==> config.mk <==
export PLATFORM = sky130hd
export DESIGN_NAME = cnn_win_gen
export DESIGN_NICKNAME = d
export VERILOG_FILES = /design/src/rtl/cnn_pkg.sv /design/src/rtl/cnn_line_buf.sv /design/src/rtl/cnn_win_gen.sv
export SDC_FILE = /design/constraint.sdc
export NUM_CORES = 1
export LEC_CHECK = 0
export CORE_MARGIN = 5
export CORE_UTILIZATION = 58
export DETAILED_ROUTE_END_ITERATION = 10
export PLACE_DENSITY = 0.8
export SLEW_MARGIN = 20
export SYNTH_ARGS = -nofsm -noshare
export SYNTH_HDL_FRONTEND = slang
export SYNTH_HIERARCHICAL = 1
export SYNTH_SLANG_ARGS = --single-unit
==> constraint.sdc <==
create_clock -name clk -period 5.7 [get_ports clk]
set_input_delay 1.425 -clock clk [delete_from_list [all_inputs] [get_ports clk]]
set_output_delay 1.425 -clock clk [all_outputs]
set_load 0.05 [all_outputs]
==> src/rtl/cnn_pkg.sv <==
// rtl/cnn_pkg.sv - shared image constants and window generator state type
//
// Purpose: image geometry shared by cnn_win_gen and cnn_core, plus the window
// generator FSM state encoding.
package cnn_pkg;

    localparam int IMG_W = 28;
    localparam int IMG_H = 28;
    localparam int K     = 3;

    typedef enum logic [1:0] {
        IDLE,
        SHIFT,
        HOLD,
        DONE
    } win_state_t;

endpackage

==> src/rtl/cnn_line_buf.sv <==
// rtl/cnn_line_buf.sv - K-row streaming line buffer with KxK window taps
//
// Purpose: K*IMG_W-bit shift register holding the most recent K image rows.
// Ports:
//   clk, rst  - clock, synchronous active-high reset
//   shift     - shift din into sr[0] this cycle
//   din       - incoming pixel
//   clr       - clear the whole register (wins over shift)
//   taps      - KxK window, taps[K*i+j] = pixel(top+i, left+j)
module cnn_line_buf #(
    parameter int IMG_W = 28,
    parameter int K     = 3
) (
    input  logic             clk,
    input  logic             rst,
    input  logic             shift,
    input  logic             din,
    input  logic             clr,
    output logic [K*K-1:0]   taps
);

    logic [K*IMG_W-1:0] sr_q;
    logic [K*IMG_W-1:0] sr_d;

    always_comb begin
        sr_d = sr_q;
        if (clr) begin
            sr_d = '0;
        end else if (shift) begin
            sr_d = {sr_q[K*IMG_W-2:0], din};
        end
    end

    always_ff @(posedge clk) begin
        if (rst) begin
            sr_q <= '0;
        end else begin
            sr_q <= sr_d;
        end
    end

    // The newest pixel sits at sr[0] and is the bottom-right of the window;
    // each row up is IMG_W positions older, each column left is one older.
    always_comb begin
        taps = '0;
        for (int i = 0; i < K; i++) begin
            for (int j = 0; j < K; j++) begin
                taps[K*i+j] = sr_q[(K-1-i)*IMG_W + (K-1-j)];
            end
        end
    end

endmodule

==> src/rtl/cnn_win_gen.sv <==
// rtl/cnn_win_gen.sv - unpacks UART image bytes and emits every 3x3 window
//
// Purpose: bytes arrive LSB-first as raster-order binary pixels; each pixel is
// shifted into the line buffer and every complete window is held on win until
// the core accepts it.
// Ports:
//   clk, rst           - clock, synchronous active-high reset
//   rx_rdy, rx_data    - one-cycle byte strobe and image byte
//   frm_clr            - synchronous frame abort, same effect as rst
//   win_rdy            - core accepts the presented window
//   win_vld, win       - window valid (held until accepted) and pixels
//   win_row, win_col   - top-left coordinate of the presented window
//   frm_done           - one-cycle pulse after the last window is accepted
//   ovf                - sticky: a byte arrived while not in IDLE
module cnn_win_gen #(
    parameter int IMG_W = cnn_pkg::IMG_W,
    parameter int IMG_H = cnn_pkg::IMG_H,
    parameter int K     = cnn_pkg::K
) (
    input  logic             clk,
    input  logic             rst,
    input  logic             rx_rdy,
    input  logic [7:0]       rx_data,
    input  logic             frm_clr,
    input  logic             win_rdy,
    output logic             win_vld,
    output logic [K*K-1:0]   win,
    output logic [4:0]       win_row,
    output logic [4:0]       win_col,
    output logic             frm_done,
    output logic             ovf
);

    import cnn_pkg::*;

    localparam logic [4:0] LAST_ROW = 5'(IMG_H - 1);
    localparam logic [4:0] LAST_COL = 5'(IMG_W - 1);
    localparam logic [4:0] END_ROW  = 5'(IMG_H);
    localparam logic [4:0] EDGE     = 5'(K - 1);

    win_state_t  state_q, state_d;
    logic [4:0]  row_q, row_d;
    logic [4:0]  col_q, col_d;
    logic [2:0]  bit_cnt_q, bit_cnt_d;
    logic [7:0]  byte_q, byte_d;
    logic        win_vld_q, win_vld_d;
    logic [4:0]  win_row_q, win_row_d;
    logic [4:0]  win_col_q, win_col_d;
    logic        frm_done_q, frm_done_d;
    logic        ovf_q, ovf_d;

    logic        buf_shift;
    logic        buf_din;
    logic        buf_clr;
    logic [K*K-1:0] buf_taps;

    always_comb begin
        state_d    = state_q;
        row_d      = row_q;
        col_d      = col_q;
        bit_cnt_d  = bit_cnt_q;
        byte_d     = byte_q;
        win_vld_d  = win_vld_q;
        win_row_d  = win_row_q;
        win_col_d  = win_col_q;
        frm_done_d = 1'b0;
        ovf_d      = ovf_q;
        buf_shift  = 1'b0;
        buf_clr    = 1'b0;
        buf_din    = byte_q[bit_cnt_q];

        case (state_q)
            IDLE: begin
                if (rx_rdy) begin
                    byte_d    = rx_data;
                    bit_cnt_d = 3'd0;
                    state_d   = SHIFT;
                end
            end
            SHIFT: begin
                // row_q/col_q name the pixel leaving the byte this cycle.
                buf_shift = 1'b1;
                bit_cnt_d = bit_cnt_q + 3'd1;
                if (col_q == LAST_COL) begin
                    col_d = 5'd0;
                    row_d = row_q + 5'd1;
                end else begin
                    col_d = col_q + 5'd1;
                end
                if (row_q >= EDGE && col_q >= EDGE) begin
                    state_d   = HOLD;
                    win_vld_d = 1'b1;
                    win_row_d = row_q - EDGE;
                    win_col_d = col_q - EDGE;
                end else if (row_q == LAST_ROW && col_q == LAST_COL) begin
                    state_d    = DONE;
                    frm_done_d = 1'b1;
                end else if (bit_cnt_q == 3'd7) begin
                    state_d = IDLE;
                end
            end
            HOLD: begin
                if (win_rdy) begin
                    win_vld_d = 1'b0;
                    // Row counter has already stepped past the last row once
                    // the final pixel is in; bit_cnt wraps to 0 after bit 7.
                    if (row_q == END_ROW) begin
                        state_d    = DONE;
                        frm_done_d = 1'b1;
                    end else if (bit_cnt_q == 3'd0) begin
                        state_d = IDLE;
                    end else begin
                        state_d = SHIFT;
                    end
                end
            end
            DONE: begin
                row_d   = 5'd0;
                col_d   = 5'd0;
                buf_clr = 1'b1;
                state_d = IDLE;
            end
            default: begin
                state_d = IDLE;
            end
        endcase

        if (rx_rdy && state_q != IDLE) begin
            ovf_d = 1'b1;
        end

        // Abort overrides everything, including a byte or acceptance this cycle.
        if (frm_clr) begin
            state_d    = IDLE;
            row_d      = 5'd0;
            col_d      = 5'd0;
            bit_cnt_d  = 3'd0;
            byte_d     = 8'd0;
            win_vld_d  = 1'b0;
            win_row_d  = 5'd0;
            win_col_d  = 5'd0;
            frm_done_d = 1'b0;
            ovf_d      = 1'b0;
            buf_shift  = 1'b0;
            buf_clr    = 1'b1;
        end
    end

    always_ff @(posedge clk) begin
        if (rst) begin
            state_q    <= IDLE;
            row_q      <= 5'd0;
            col_q      <= 5'd0;
            bit_cnt_q  <= 3'd0;
            byte_q     <= 8'd0;
            win_vld_q  <= 1'b0;
            win_row_q  <= 5'd0;
            win_col_q  <= 5'd0;
            frm_done_q <= 1'b0;
            ovf_q      <= 1'b0;
        end else begin
            state_q    <= state_d;
            row_q      <= row_d;
            col_q      <= col_d;
            bit_cnt_q  <= bit_cnt_d;
            byte_q     <= byte_d;
            win_vld_q  <= win_vld_d;
            win_row_q  <= win_row_d;
            win_col_q  <= win_col_d;
            frm_done_q <= frm_done_d;
            ovf_q      <= ovf_d;
        end
    end

    cnn_line_buf #(
        .IMG_W (IMG_W),
        .K     (K)
    ) u_line_buf (
        .clk   (clk),
        .rst   (rst),
        .shift (buf_shift),
        .din   (buf_din),
        .clr   (buf_clr),
        .taps  (buf_taps)
    );

    // Taps come straight from buffer flops, which do not move while held.
    assign win      = buf_taps;
    assign win_vld  = win_vld_q;
    assign win_row  = win_row_q;
    assign win_col  = win_col_q;
    assign frm_done = frm_done_q;
    assign ovf      = ovf_q;

endmodule
# Word-level counts from Yosys, hierarchy flattened
# Index checks and enable logic that the tools add are counted.
dict set report totals {
  ff_bits 95
  input_bits 13
  output_inout_bits 22
  word_cells 76
}
dict set report classes {
  n_addsub 5
  magnitude_cmp 3
  n_eq_ne 12
  mux 28
  n_reduce_logical 17
}
# cell count
set op_table {}
lappend op_table {{one-hot mux 5 bit (2 select lines)} 2}
lappend op_table {{equality test 5 bit (second input constant)} 3}
lappend op_table {{two-way mux 1 bit} 12}
lappend op_table {{two-way mux 2 bit} 6}
lappend op_table {{adder 5 x 1 -> 5 bit (second input constant)} 2}
lappend op_table {{>= comparator 5 x 2 -> 1 bit (second input constant)} 2}
lappend op_table {{two-way mux 5 bit} 2}
lappend op_table {{subtractor 5 x 2 -> 5 bit (second input constant)} 2}
lappend op_table {{inequality test 2 bit (second input constant)} 4}
lappend op_table {{one-hot mux 2 bit (4 select lines)} 1}
lappend op_table {{AND reduction 2 bit} 4}
lappend op_table {{nonzero test 2 bit} 4}
lappend op_table {{one-hot mux 3 bit (2 select lines)} 1}
lappend op_table {{AND reduction 3 bit} 2}
lappend op_table {{equality test 2 bit (second input constant)} 2}
lappend op_table {{< comparator 3 x 4 -> 1 bit (second input constant)} 1}
lappend op_table {{inequality test 4 bit (second input constant)} 1}
lappend op_table {{one-hot mux 1 bit (2 select lines)} 2}
lappend op_table {{OR reduction 2 bit} 2}
lappend op_table {{adder 3 x 1 -> 3 bit (second input constant)} 1}
lappend op_table {{binary-select mux 1 bit (select 3 bit)} 1}
lappend op_table {{equality test 3 bit (second input constant)} 1}
lappend op_table {{logical AND 1 bit} 3}
lappend op_table {{logical NOT 3 bit} 1}
lappend op_table {{other kinds (3)} 3}

# Depth between registers and ports, before layout
# Gate-level depths: netlist (run 1).
dict set report depth {
  ltp_word 5
  mapped_depth 10
  ltp_nobuf 7
}

# Modules after synthesis
# Netlist (run 1), hierarchy kept.
# module instances cells_per_inst area_per_inst_um2 seq_area_each_um2
set by_module_without_submodules {}
lappend by_module_without_submodules {cnn_line_buf 1 201 2172.1 1181.1}
lappend by_module_without_submodules {cnn_win_gen 1 223 1910.6 720.7}

# Worst setup path after synthesis (run 1)
# No wires, ideal clock.
dict set report synth_path {
  path_type {input to register}
  startpoint {input port frm_clr}
  endpoint {register u_line_buf.sr_q[46]}
  setup_time_ps 64
  arrival_ps 2347
  required_time_ps 5636
  slack_ps 3289
  cell_stages 6
  n_path_buf 3
  path_cell_list {or2_2 or2_1 clkbuf_2 buf_6 buf_6 nor2_1}
}
dict set report synth_via {
  elab_chain_len 2
  word_cells_on_any_way 3
  classes_between {mux: 2; reduce/logical: 1}
}
# element line_no
set synth_rtl {}
lappend synth_rtl {{from (decl)} cnn_win_gen.sv:24} ;# input logic frm_clr,
lappend synth_rtl {{two-way mux 1 bit} cnn_win_gen.sv:133} ;# if (frm_clr) begin
lappend synth_rtl {{OR reduction 2 bit (no source line)} -}
lappend synth_rtl {{to (signal assigned)} cnn_line_buf.sv:38} ;# sr_q <= sr_d;
lappend synth_rtl {{to (decl)} cnn_line_buf.sv:22} ;# logic [K*IMG_W-1:0] sr_q;
# Parallel ways exist; a longest one is shown, timed or not.
# A chain may end at the register's enable or synchronous reset.

# Worst setup path after layout (run 1)
dict set report layout_path {
  startpoint {register u_line_buf.sr_q[0]}
  endpoint {output port win[8]}
}
# element line_no
set layout_lines {}
lappend layout_lines {{to (decl)} cnn_win_gen.sv:27} ;# output logic [K*K-1:0] win,
# No word-level cell between the ends.

==> summary.txt, run 1 <==
Detailed routing
  • DR WL/cell: roughly 13 µm
  • Vias: 2,815
  • Detailed Route WL: between 6000 and 7000 µm
  • Pre-Repair DR Iteration Count: 4
  • Detailed Route Iter0 Violations: 95
  • Routed Antenna Nets: 0
  • Via density: 5.25
  • Residual DRC: 0

Setup path
  • CP max-delay cell: clkdlybuf4s50_1
  • CP Max Fanout: 3
  • Worst path max stage delay: 830 ps
  • Critical path, cell by cell: clkdlybuf4s50_1
  • CP delay by family, top: buffers and inverters
  • Worst Path Buf+Inv: 1
  • CP Data Arrival Time: 1600 ps
  • CP Capture Type: primary output
  • Worst Setup SP: u_line_buf/sr_q[0]$_SDFFE_PP0P_
  • Type of origin of the critical path: flop
  • Worst EP required: 4280 ps
  • Critical path class: reg2out
  • Reg2Reg Launch Point: state_q[1]$_SDFFE_PP0P_

Power
  • Sw frac: 25.8%
  • Pwr Density: 258 nW/µm²
  • Worst vdd ir: 0.187 mV
  • Psw: about 0.0003 W
  • Reg power frac: 57.3%
  • Power Total: roughly 0.0012 W
  • Comb pwr share: 5.0%
  • Leak: 1.53 nW
  • Internal: just under 0.0009 W
  • Clk pwr share: approximately 38%

Synthesis
  • Share of Yosys cell area claimed by the top area cell type: 46.6%
  • Count of cell types in the netlist: 41
  • YS warnings: 6
  • Post-synth top area cell: dfxtp_1
  • Most frequent cells after synthesis: dfxtp_1 (95), nor2_1 (89), mux2i_1 (61)
  • Share of flip-flops with an asynchronous set or reset: 0%
  • EDFF count, synth: 0
  • Top FF cell, synth: dfxtp_1
  • Count leader, synth: dfxtp_1
  • Seq/Total Area, Yosys: ~47%
  • Syn Nets: 453
  • Synth top area cells: dfxtp_1 (47%), mux2i_1 (15%), nor2_1 (8.2%)
  • Mapped Cells: between 400 and 500
  • Synth Register Bits: 95
  • Post-synthesis area per instance: slightly below 10 µm²
  • Post-Syn Area: between 4000 and 5000 µm²

STA
  • Pins Over Slew Limit: 0
  • Final Skew: 8.21 ps
  • Setup TNS: 0 ps
  • RSZ-0062 raised after global routing: no
  • Final Hold Fails: 0
  • Fin crit share: 53.0%
  • Slew margin rel.: 31.4%
  • Hold_ws: 460 ps
  • Final min period: slightly above 3000 ps
  • Final setup fails: 0
  • Worst slew pin tran: between 1000 and 1500 ps
  • Fmax: 331 MHz

Clocking
  • Post-CTS Hold Buffers: 0
  • Gates resized, CTS repair: 0
  • Clk sinks: 95
  • Post-CTS setup buffer count: 0
  • Root Driver: clkbuf_8
  • Worst-Skew Late Latency: roughly 370 ps
  • H-Tree Depth: 3
  • Num CTS Buffers: 9
  • CTS tree: built
  • Clock transition at the registers of the reported paths: 100 ps
  • CTS Buffer Depth: 2

Global routing
  • Total GRT Usage: 16.5%
  • Vias in the first global route: 2,598
  • First-pass GRT wire length: 11,800 µm
  • Largest net degree at the start of global routing: 60
  • Initial antenna violation count: 0
  • GRT Residual Overflow: 0

Die
  • Chip Height: 93.9 µm
  • FP Rows: 30
  • Full die area: 8820 µm²
  • Total core area: 6830 µm²
  • Die W: between 90 and 100 µm
  • Top Ports: 35
  • Effective utilization at floorplan: 59.8%

Placement
  • Dpl hpwl: approximately 4600 µm
  • Final RePlAce weighted congestion: 0.833
  • Number of port buffers: 34

Flow run
  • Max Cap Viol: 0

Layout
  • Layout cells sized above 1: slightly below 8%
  • Final net count: about 460
  • Footprint of the multi-input gates: approximately 1900 µm²
  • Fillers: 555
  • Ant diodes: 0
  • Seq. cell area: 1900 µm²
  • Area delta synth->final: 10.8%

Min path
  • Worst Hold Launch: byte_q[0]$_SDFFE_PP0P_
  • Hold Crit Class: reg2reg

Outcome
  • Outcome: finished, final reports clean
logic make-up after synthesis:
kind of cell / after synthesis / synth area share, %
and+or+nand+nor: 148 / 15.4
DFF: 95 / 46.6
muxes: 64 / 16.3
buffers and inverters: 50 / 7.29
AOI/OAI and AO/OA: 47 / 8.61
adders and majority gates: 16 / 4.90
xor gates and xnor gates: 4 / 0.858
state kept, by name (all words and copies together) (netlist names), 2 cells and up:
name / cells
row_q: 5
state_q: 2
u_line_buf/sr_q: 59
win_col: 5
bit_cnt_q: 3
col_q: 5
byte_q: 8
win_row: 5
worst reg2reg max path, stage by stage, from the launching register on:
cell     delay, ps
dfxtp_1        340
inv_1          100
ha_1           590
inv_1          340
nor2_4         160
buf_4          720
mux2i_1        330
nor2_1          60
power groups by stage:
stage	sequential, W	combinational (W)	clock (W)
after floorplan	0.000684	0.0000446	0
after global placement	0.000684	0.0000576	0
after detailed placement	0.000684	0.0000582	0
after CTS	0.000669	0.0000583	0.000453
after global routing	0.000669	0.0000641	0.000483
final	0.000669	0.0000581	0.000440
area by class of cell:
cell class | count | area share (%)
clock inverter | 7 | 1.85
tap | 96 | 2.65
sequential | 95 | 42.0
timing repair buffer | 35 | 7.69
inverter | 15 | 1.24
clock buffer | 9 | 2.74
multi-input combinational | 279 | 41.8
layout by cell type, fill, tap and decap left out, types with 2 or more instances in the layout:
master	netlist	layout
a22o_1	2	2
nor2_1	89	88
inv_1	14	14
mux4_2	2	2
a31oi_1	2	2
and3_1	4	4
clkinv_8	0	2
nor3_1	4	4
clkdlybuf4s50_1	0	34
dfxtp_1	95	95
or2_2	2	3
clkbuf_8	0	9
nand3_1	19	19
a32oi_1	5	5
ha_1	16	16
nand2b_1	3	3
a21oi_1	18	18
xnor2_1	4	4
a211oi_2	7	7
nand2_1	21	21
o21ai_0	5	5
inv_8	0	3
mux2i_1	61	61
metrics by stage:
stage               instances  util, %  setup slack, ps  instance area [µm²]
finish                    536     66.2             2680                 4520
floorplan                 424        -             3290                 4080
CTS                       536     66.2             2650                 4520
global placement          520     63.2             2480                 4320
detailed placement        520     63.2             2390                 4320
global route              536     66.2             2640                 4520
routing by layer:
layer	vias to the layer above	track usage, %	share of wire [%]
met5	-	0	0
met1	1292	21.3	47
li1	1459	-	-
met2	50	26.3	46
met3	14	4.17	4.3
met4	0	6.62	1.9
worst paths after layout:
check                                                   endpoint  slack [ps]  cells after the start
worst min register to register            byte_q[0]$_SDFFE_PP0P_         460                      2
worst max register to register  u_line_buf/sr_q[36]$_SDFFE_PP0P_        2930                      7
worst min-delay path                      byte_q[0]$_SDFFE_PP0P_         460                      2
worst max-delay path                                      win[8]        2680                      1
(Power assumes the default switching activity.)
==> inputs of run 2 (changes only) <==
--- a/config.mk
+++ b/config.mk
@@ -6,9 +6,9 @@
 export NUM_CORES = 1
 export LEC_CHECK = 0
 export CORE_MARGIN = 5
-export CORE_UTILIZATION = 58
+export CORE_UTILIZATION = 57
 export DETAILED_ROUTE_END_ITERATION = 10
-export PLACE_DENSITY = 0.8
+export PLACE_DENSITY = 0.79
 export SLEW_MARGIN = 20
 export SYNTH_ARGS = -nofsm -noshare
 export SYNTH_HDL_FRONTEND = slang
==> constraint.sdc (replaced) <==
create_clock -name clk -period 3 [get_ports clk]
set_input_delay 0.75 -clock clk [delete_from_list [all_inputs] [get_ports clk]]
set_output_delay 0.75 -clock clk [all_outputs]
set_load 0.05 [all_outputs]
==> summary.txt, run 2 (synthesis results as in run 1) <==
Global routing
  • First-pass GRT wire length: 12,600 µm (+6.8%)
  • Initial antenna violation count: 0 (unchanged)
  • GRT Residual Overflow: 0 (unchanged)
  • Total GRT Usage: 17.7% (+1.2 points)
  • Largest net degree at the start of global routing: 60 (unchanged)
  • Vias in the first global route: 2,876 (+11%)

Clocking
  • CTS Buffer Depth: 2 (unchanged)
  • Num CTS Buffers: 9 (unchanged)
  • Post-CTS Hold Buffers: 0 (unchanged)
  • H-Tree Depth: 3 (unchanged)
  • Clk sinks: 95 (unchanged)
  • Root Driver: clkbuf_8
  • Worst-Skew Late Latency: 360 ps (about the same)
  • Clock transition at the registers of the reported paths: 100 ps (about the same)
  • Post-CTS setup buffer count: 0 (unchanged)
  • Gates resized, CTS repair: 0 (unchanged)
  • CTS tree: built

STA
  • Final setup fails: 0 (unchanged)
  • Final WS setup: 685 ps (-1990 ps)
  • Setup TNS: 0 ps (unchanged)
  • Final min period: 2310 ps
  • Final Hold Fails: 0 (unchanged)
  • Worst slew pin tran: 995 ps (-33.6 ps)
  • RSZ-0062 raised after global routing: no
  • Hold_ws: 456 ps (-4.43 ps)
  • Pins Over Slew Limit: 0 (unchanged)
  • Fmax: around 430 MHz
  • Fin crit share: 77.2%
  • Slew margin rel.: 33.7% (+2.2 points)
  • Final Skew: 12.1 ps (+3.85 ps)

Detailed routing
  • Detailed Route Iter0 Violations: 66 (-31%)
  • Via density: 5.34 (+1.7%)
  • Detailed Route WL: 6990 µm (+2.5%)
  • Vias: 2,880 (+2.3%)
  • DR WL/cell: 13.0 µm (+1.9%)
  • Routed Antenna Nets: 0 (unchanged)
  • Pre-Repair DR Iteration Count: 4 (unchanged)
  • Residual DRC: 0 (unchanged)

Die
  • Total core area: 6870 µm² (+0.55%)
  • Die W: 94.6 µm (+0.78%)
  • FP Rows: 30 (unchanged)
  • Chip Height: 94.6 µm (+0.78%)
  • Top Ports: 35 (unchanged)
  • Effective utilization at floorplan: 59.4% (-0.33 points)
  • Full die area: 8950 µm² (+1.6%)

Layout
  • Seq. cell area: 1900 µm² (unchanged)
  • Most frequent cells in the layout: dfxtp_1 (95), nor2_1 (88), mux2i_1 (61)
  • Design Area, Final: 4540 µm² (+0.30%)
  • Reg with most FFs: u_line_buf/sr_q
  • Max FFs per register: 59 (unchanged)
  • Biggest regs: u_line_buf/sr_q: 59 flops, byte_q: 8 flops
  • Layout cells sized above 1: 8.58% (+0.62 points)
  • Fillers: 554 (-0.18%)
  • Final Non-Filler Cells: 539 (+0.56%)
  • Commonest non-fill, non-tap cell in the layout: dfxtp_1
  • Final net count: 467 (+0.65%)
  • Ant diodes: 0 (unchanged)
  • Footprint of the multi-input gates: 1890 µm² (unchanged)
  • Area delta synth->final: 11.2%

Setup path
  • Critical path class: reg2out
  • Worst Path Buf+Inv: 1 (unchanged)
  • Critical path, cell by cell: clkdlybuf4s50_1
  • Worst EP required: 2250 ps (-2030 ps)
  • CP max-delay cell: clkdlybuf4s50_1
  • CP delay by family, top: buffers and inverters
  • CP Data Arrival Time: 1560 ps (-40 ps)
  • Type of origin of the critical path: flop
  • Worst path max stage delay: 820 ps (about the same)
  • CP Max Fanout: 3 (unchanged)
  • CP Capture Type: primary output

Placement
  • Place WS: 468 ps (-1930 ps)
  • Dpl hpwl: 4870 µm (+5.5%)
  • Post-DP Area: 4350 µm² (+0.81%)
  • Final RePlAce weighted congestion: 0.789 (-5.3%)
  • Number of port buffers: 34 (unchanged)
  • Placed Instances: 523 (+0.58%)

Power
  • Leak: 1.54 nW (+0.70%)
  • Worst vdd ir: 0.264 mV (+41%)
  • Pwr Density: 478 nW/µm² (+85%)

Outcome
  • Outcome: finished, final reports clean

Min path
  • Hold Crit Class: reg2reg

Flow run
  • Max Cap Viol: 0 (unchanged)
run 2: cell types whose count changed in the layout (fill, tap and decap cells not counted):
cell	previous run	this run
clkinv_4	1	3
clkinv_2	0	1
buf_12	0	1
inv_8	3	2
buf_4	1	3
clkinv_8	2	0
run 2: path summary, 6_finish.rpt:
check | startpoint | to | slack (ps) | cells after the start
setup / recovery | u_line_buf/sr_q[56]$_SDFFE_PP0P_ | win[2] | 690 | 1
hold / removal | byte_q[5]$_SDFFE_PP0P_ | byte_q[5]$_SDFFE_PP0P_ | 460 | 2
setup reg to reg | col_q[0]$_SDFFE_PP0P_ | win_col[4]$_SDFFE_PP0P_ | 860 | 6
hold reg to reg | byte_q[5]$_SDFFE_PP0P_ | byte_q[5]$_SDFFE_PP0P_ | 460 | 2
run 2: metal layers:
layer | part of all wire (%) | GRT usage (%) | vias up
li1 | - | - | 1465
met1 | 45 | 20.6 | 1352
met2 | 49 | 30.1 | 52
met3 | 3.7 | 4.06 | 11
met4 | 1.9 | 9.25 | 0
met5 | 0 | 0 | -
run 2: layout make-up:
type	count	share of cell area, %
Sequential cell	95	41.9
Clock inverter	7	1.38
Timing Repair Buffer	38	8.44
Clock buffer	9	2.73
Inverter	15	1.24
Multi-Input combinational cell	279	41.7
Tap cell	96	2.65
run 2: power by group:
part	switching [W]	internal (W)
combinational	0.0000672	0.0000457
clock	0.000468	0.000319
sequential	0.00000449	0.00127
run 2: through the flow:
stage          power, W  util (%)
6_report        0.00217      66.1
5_1_grt         0.00227      66.1
4_1_cts         0.00220      66.1
3_5_place_dp    0.00141      63.4
3_3_place_gp    0.00141      63.4
2_1_floorplan   0.00138         -
